## config.mk

```make
export PLATFORM = sky130hd
export DESIGN_NAME = vga_sync_gen
export DESIGN_NICKNAME = d
export VERILOG_FILES = /design/src/rtl/vga_sync_gen.sv
export SDC_FILE = /design/constraint.sdc
export NUM_CORES = 1
export LEC_CHECK = 0
export ABC_AREA = 1
export BUFFER_PORTS_ARGS = -buffer_cell sky130_fd_sc_hd__buf_4
export CORE_MARGIN = 2
export CORE_UTILIZATION = 55
export CTS_BUF_LIST = sky130_fd_sc_hd__clkbuf_8
export DETAILED_ROUTE_END_ITERATION = 12
export MAX_ROUTING_LAYER = met4
export PLACE_DENSITY = 0.77
export SLEW_MARGIN = 10
export SYNTH_ARGS = -nofsm -noshare
export SYNTH_HDL_FRONTEND = slang
export SYNTH_SLANG_ARGS = --single-unit
```

## constraint.sdc

```tcl
create_clock -name clk -period 2.19 [get_ports clk]
set_input_delay 0.438 -clock clk [delete_from_list [all_inputs] [get_ports clk]]
set_output_delay 0.438 -clock clk [all_outputs]
set_load 0.02 [all_outputs]
```

## src/rtl/vga_sync_gen.sv

```systemverilog
// Raster timing generator: x/y counters advanced by pixel_tick, registered syncs/video_on, line/frame strobes.
// Optional VGA_SYNC_FRAME_CNT_EN adds a 16-bit frame counter output frame_cnt.
module vga_sync_gen #(
  parameter int H_DISPLAY = 640,
  parameter int H_FRONT   = 16,
  parameter int H_SYNC    = 96,
  parameter int H_BACK    = 48,
  parameter int V_DISPLAY = 480,
  parameter int V_FRONT   = 10,
  parameter int V_SYNC    = 2,
  parameter int V_BACK    = 33,
  parameter bit SYNC_POL  = 1'b0,
  parameter int CNT_W     = 10
) (
  input  logic             clk,
  input  logic             reset_n,
  input  logic             pixel_tick,
  output logic [CNT_W-1:0] x,
  output logic [CNT_W-1:0] y,
  output logic             hsync,
  output logic             vsync,
  output logic             video_on,
  output logic             line_tick,
  output logic             frame_tick
`ifdef VGA_SYNC_FRAME_CNT_EN
  ,
  output logic [15:0]      frame_cnt
`endif
);

  localparam int H_TOTAL = H_DISPLAY + H_FRONT + H_SYNC + H_BACK;
  localparam int V_TOTAL = V_DISPLAY + V_FRONT + V_SYNC + V_BACK;

  localparam logic [CNT_W-1:0] H_LAST     = CNT_W'(H_TOTAL - 1);
  localparam logic [CNT_W-1:0] V_LAST     = CNT_W'(V_TOTAL - 1);
  localparam logic [CNT_W-1:0] H_VIS      = CNT_W'(H_DISPLAY);
  localparam logic [CNT_W-1:0] V_VIS      = CNT_W'(V_DISPLAY);
  localparam logic [CNT_W-1:0] H_SYNC_ON  = CNT_W'(H_DISPLAY + H_FRONT);
  localparam logic [CNT_W-1:0] H_SYNC_OFF = CNT_W'(H_DISPLAY + H_FRONT + H_SYNC);
  localparam logic [CNT_W-1:0] V_SYNC_ON  = CNT_W'(V_DISPLAY + V_FRONT);
  localparam logic [CNT_W-1:0] V_SYNC_OFF = CNT_W'(V_DISPLAY + V_FRONT + V_SYNC);

  logic [CNT_W-1:0] x_next;
  logic [CNT_W-1:0] y_next;
  logic             x_last;
  logic             y_last;
  logic             h_active;
  logic             v_active;

  assign x_last = (x == H_LAST);
  assign y_last = (y == V_LAST);

  always_comb begin
    x_next = x + 1'b1;
    y_next = y;
    if (x_last) begin
      x_next = '0;
      y_next = y_last ? '0 : y + 1'b1;
    end
  end

  // Syncs and video_on decode the next position so they line up with x/y.
  assign h_active = (x_next >= H_SYNC_ON) && (x_next < H_SYNC_OFF);
  assign v_active = (y_next >= V_SYNC_ON) && (y_next < V_SYNC_OFF);

  assign line_tick  = reset_n & pixel_tick & x_last;
  assign frame_tick = line_tick & y_last;

  always_ff @(posedge clk) begin
    if (!reset_n) begin
      x        <= '0;
      y        <= '0;
      hsync    <= ~SYNC_POL;
      vsync    <= ~SYNC_POL;
      video_on <= 1'b0;
    end else if (pixel_tick) begin
      x        <= x_next;
      y        <= y_next;
      hsync    <= h_active ? SYNC_POL : ~SYNC_POL;
      vsync    <= v_active ? SYNC_POL : ~SYNC_POL;
      video_on <= (x_next < H_VIS) && (y_next < V_VIS);
    end
  end

`ifdef VGA_SYNC_FRAME_CNT_EN
  always_ff @(posedge clk) begin
    if (!reset_n) begin
      frame_cnt <= '0;
    end else if (frame_tick) begin
      frame_cnt <= frame_cnt + 16'd1;
    end
  end
`endif

endmodule
```

==> metrics.md <==
| Metric | Value |
|---|---|
| Status | `complete, no violations` |
| Max-Cap Viols | `0` |
| Initial Utilization | `0.577` |
| Multi-input logic area | `967 sq um` |
| Commonest non-fill, non-tap cell in the layout | `nand2_1` |
| Total grt overflow | `0` |
| Share of layout cells above drive strength 1 | `0.228` |
| Final period util | `0.950` |
| Crit path DAT | `approximately 1.6 ns` |
| Critical Path RT | `about 1.8 ns` |
| CTS tree | `yes` |
| Mapped Area | `0.00158 sq mm` |
| Min-Delay Path Class | `flop to flop` |
| Worst path max stage delay | `0.38 ns` |
| Critical path capture point type | `output pin` |
| Die Width | `57.5 um` |
| Relative slew slack | `0.752` |
| Row cnt | `19` |
| Synthesized instance count | `239` |
| Seq/Total Area, Yosys | `0.292` |
| Bufs and invs on worst path | `2` |
| Achievable frequency | `481 MHz` |
| Seq pwr share | `0.521` |
| Placement Cell Area | `0.00182 sq mm` |
| Final Util | `0.700` |
| Post-CTS Hold Buffers | `0` |
| Final nets | `280` |
| Clock network power share | `0.284` |
| FILL cells | `262` |
| Comb power frac | `0.195` |
| Diodes inserted | `0` |
| CP Launch Type | `flop` |
| Num CTS Buffers | `3` |
| Gpl congestion | `between 0.8 and 0.9` |
| Avg Cell Area, Syn | `6.60 sq um` |
| Clock buffer depth | `2` |
| Critical path class | `flop to output pin` |
| Largest net degree at the start of global routing | `31` |
| Max IR drop VDD | `about 0.00057 V` |
| Number of synthesized register bits | `23` |
| Clock-pin slew on the worst setup and hold paths | `about 0.080 ns` |
| Family with the most delay on the worst path | `simple AND/OR/NAND/NOR gates` |
| Static Leak | `0.952 nW` |
| Layout area overhead | `21.3%` |
| Clock root buffer | `clkbuf_8` |
| Most frequent cells in the layout | `53 x nand2_1, 34 x buf_4, 33 x inv_1, 22 x dfxtp_1` |
| Via Count | `1609` |
| Clock skew | `0.00204 ns` |
| Final WS setup | `0.110 ns` |
| Vias in the first global route | `1495` |
| Slowest cell on crit path | `dfxtp_1` |
| Die area | `0.00331 sq mm` |
| DP Worst Slack | `0.226 ns` |
| Setup violations, final | `0` |
| Tot GR Track Use | `0.244` |
| Clk_lat worst skew | `0.26 ns` |
| Ys Warns | `0` |
| Switch Pwr | `276 uW` |
| Post-route antenna net violation count | `0` |
| FF/Latch Area | `464 sq um` |
| Slew @ Worst Pin | `0.368 ns` |
| Post-synth EDFFs | `0` |
| Initial antenna violation count | `0` |
| Post-route DRC | `0` |
| Syn_nets | `246` |
| Synth Flop Type | `dfxtp_1` |
| DIE HEIGHT | `57.5 um` |
| Routed WL | `3640 um` |
| Clock H-tree levels | `1` |
| Post-DP HPWL | `roughly 2700 um` |
| WL/cell | `12.0 um` |
| Tmin final | `2.08 ns` |
| First-pass iteration count of the detailed router | `6` |
| Num Clock Sinks | `23` |
| Final hold violations | `0` |
| Yosys cell types | `32` |
| Core Area | `0.00273 sq mm` |
| First-pass GRT wire length | `approximately 6300 um` |
| Top fanout value on the critical path | `5` |
| Port Buffers | `27` |
| Initial detailed-routing violation count | `58` |
| Int Pwr | `about 640 uW` |
| Synth async-reset ratio | `0` |
| Sw Ratio | `0.303` |
| Cell-by-cell trace of the critical path | `ha_4, nand2_4, nor2_8, nand4_1, nor2_1, inv_2, nor3_2, buf_4` |
| I/O Pins | `28` |
| Via-per-instance ratio | `5.31` |
| Slew Limit Fails | `0` |
| Design area | `0.00191 sq mm` |
| PwrDens | `476 mW/mm^2` |
flip-flops by register name (all words and copies together) (netlist names):
name / count
y: 10
vsync: 1
video_on: 1
x: 10
hsync: 1
synth_stat cells (3+ instances only):
| library cell | count | area [sq um] |
|---|---|---|
| nand2_1 | 53 | 199 |
| nand3_1 | 20 | 100 |
| o21ai_0 | 20 | 100 |
| inv_1 | 34 | 128 |
| ha_1 | 4 | 50.1 |
| nor2_2 | 5 | 31.3 |
| dfxtp_1 | 23 | 460 |
| nor3_1 | 3 | 15.0 |
| clkbuf_1 | 3 | 11.3 |
| a21oi_1 | 17 | 85.1 |
| xor2_1 | 4 | 35.0 |
| nor2_1 | 21 | 78.8 |
| nand4_1 | 9 | 56.3 |
worst reg2reg max path: stages, from the launching register on:
cell	delay (ns)
dfxtp_1	0.34
inv_1	0.11
ha_1	0.16
nand2_1	0.06
nor2_1	0.08
nand4_1	0.21
buf_4	0.21
nand2_1	0.05
nand2_1	0.04
nand2_1	0.08
nand3_1	0.07
nor2_1	0.16
nand3_1	0.09
nand2_1	0.07
nand2_1	0.04
layer usage:
| layer | part of all wire | up-vias | global-route usage |
|---|---|---|---|
| met5 | 0 | - | - |
| met4 | 0.0088 | 0 | 0.0598 |
| met3 | 0.034 | 4 | 0.0340 |
| met2 | 0.49 | 29 | 0.419 |
| met1 | 0.47 | 730 | 0.300 |
| li1 | - | 846 | - |
metrics by stage:
stage          setup TNS (ns)  hold WS (ns)  total power, mW  instances
2_1_floorplan               0         0.556            0.594        239
3_3_place_gp                0         0.454            0.657        295
3_5_place_dp                0         0.455            0.660        295
4_1_cts                     0         0.477            0.921        299
5_1_grt              -0.00410         0.491            0.964        303
6_report                    0         0.475            0.911        303
final cells by class:
| cell class | instances | share of cell area |
|---|---|---|
| Clock buffer | 3 | 0.0216 |
| Clock inverter | 1 | 0.00262 |
| Multi-Input combinational cell | 174 | 0.506 |
| Inverter | 37 | 0.0739 |
| Sequential cell | 23 | 0.243 |
| Tap cell | 31 | 0.0203 |
| Timing Repair Buffer | 34 | 0.133 |
worst paths after layout:
path                            from                  to  slack [ns]  cells after the start
setup / recovery   x[0]$_SDFFE_PN0P_          frame_tick        0.11                      8
hold / removal    vsync$_SDFFE_PN1P_  vsync$_SDFFE_PN1P_        0.48                      2
setup reg to reg   y[0]$_SDFFE_PN0P_  vsync$_SDFFE_PN1P_        0.33                     14
hold reg to reg   vsync$_SDFFE_PN1P_  vsync$_SDFFE_PN1P_        0.48                      2
cells by family (layout without fill, tap and decap cells):
group / after synthesis / after routing / share of synthesized area
flip-flops: 23 / 23 / 0.292
XOR/XNOR: 4 / 4 / 0.0222
AND/OR/NAND/NOR: 122 / 122 / 0.396
buffers and inverters: 42 / 75 / 0.107
adder cells (fa/ha/maj): 4 / 4 / 0.0317
AO/OA/AOI/OAI: 44 / 44 / 0.151
power by group through the flow:
stage | clock network, mW | logic (mW) | registers (mW)
after floorplan | 0 | 0.0880 | 0.506
final | 0.259 | 0.177 | 0.475
after detailed placement | 0 | 0.177 | 0.483
after global routing | 0.287 | 0.199 | 0.478
after global placement | 0 | 0.174 | 0.482
after CTS | 0.270 | 0.178 | 0.473
repair_timing:
action / 4_1_cts / 5_1_grt
resized for setup: 2 / 4
endpoints found under the setup margin: 2 / 2
setup buffers: 0 / 4
pin swaps: 0 / 1
cloned: 0 / 0
(Power assumes the default switching activity.)
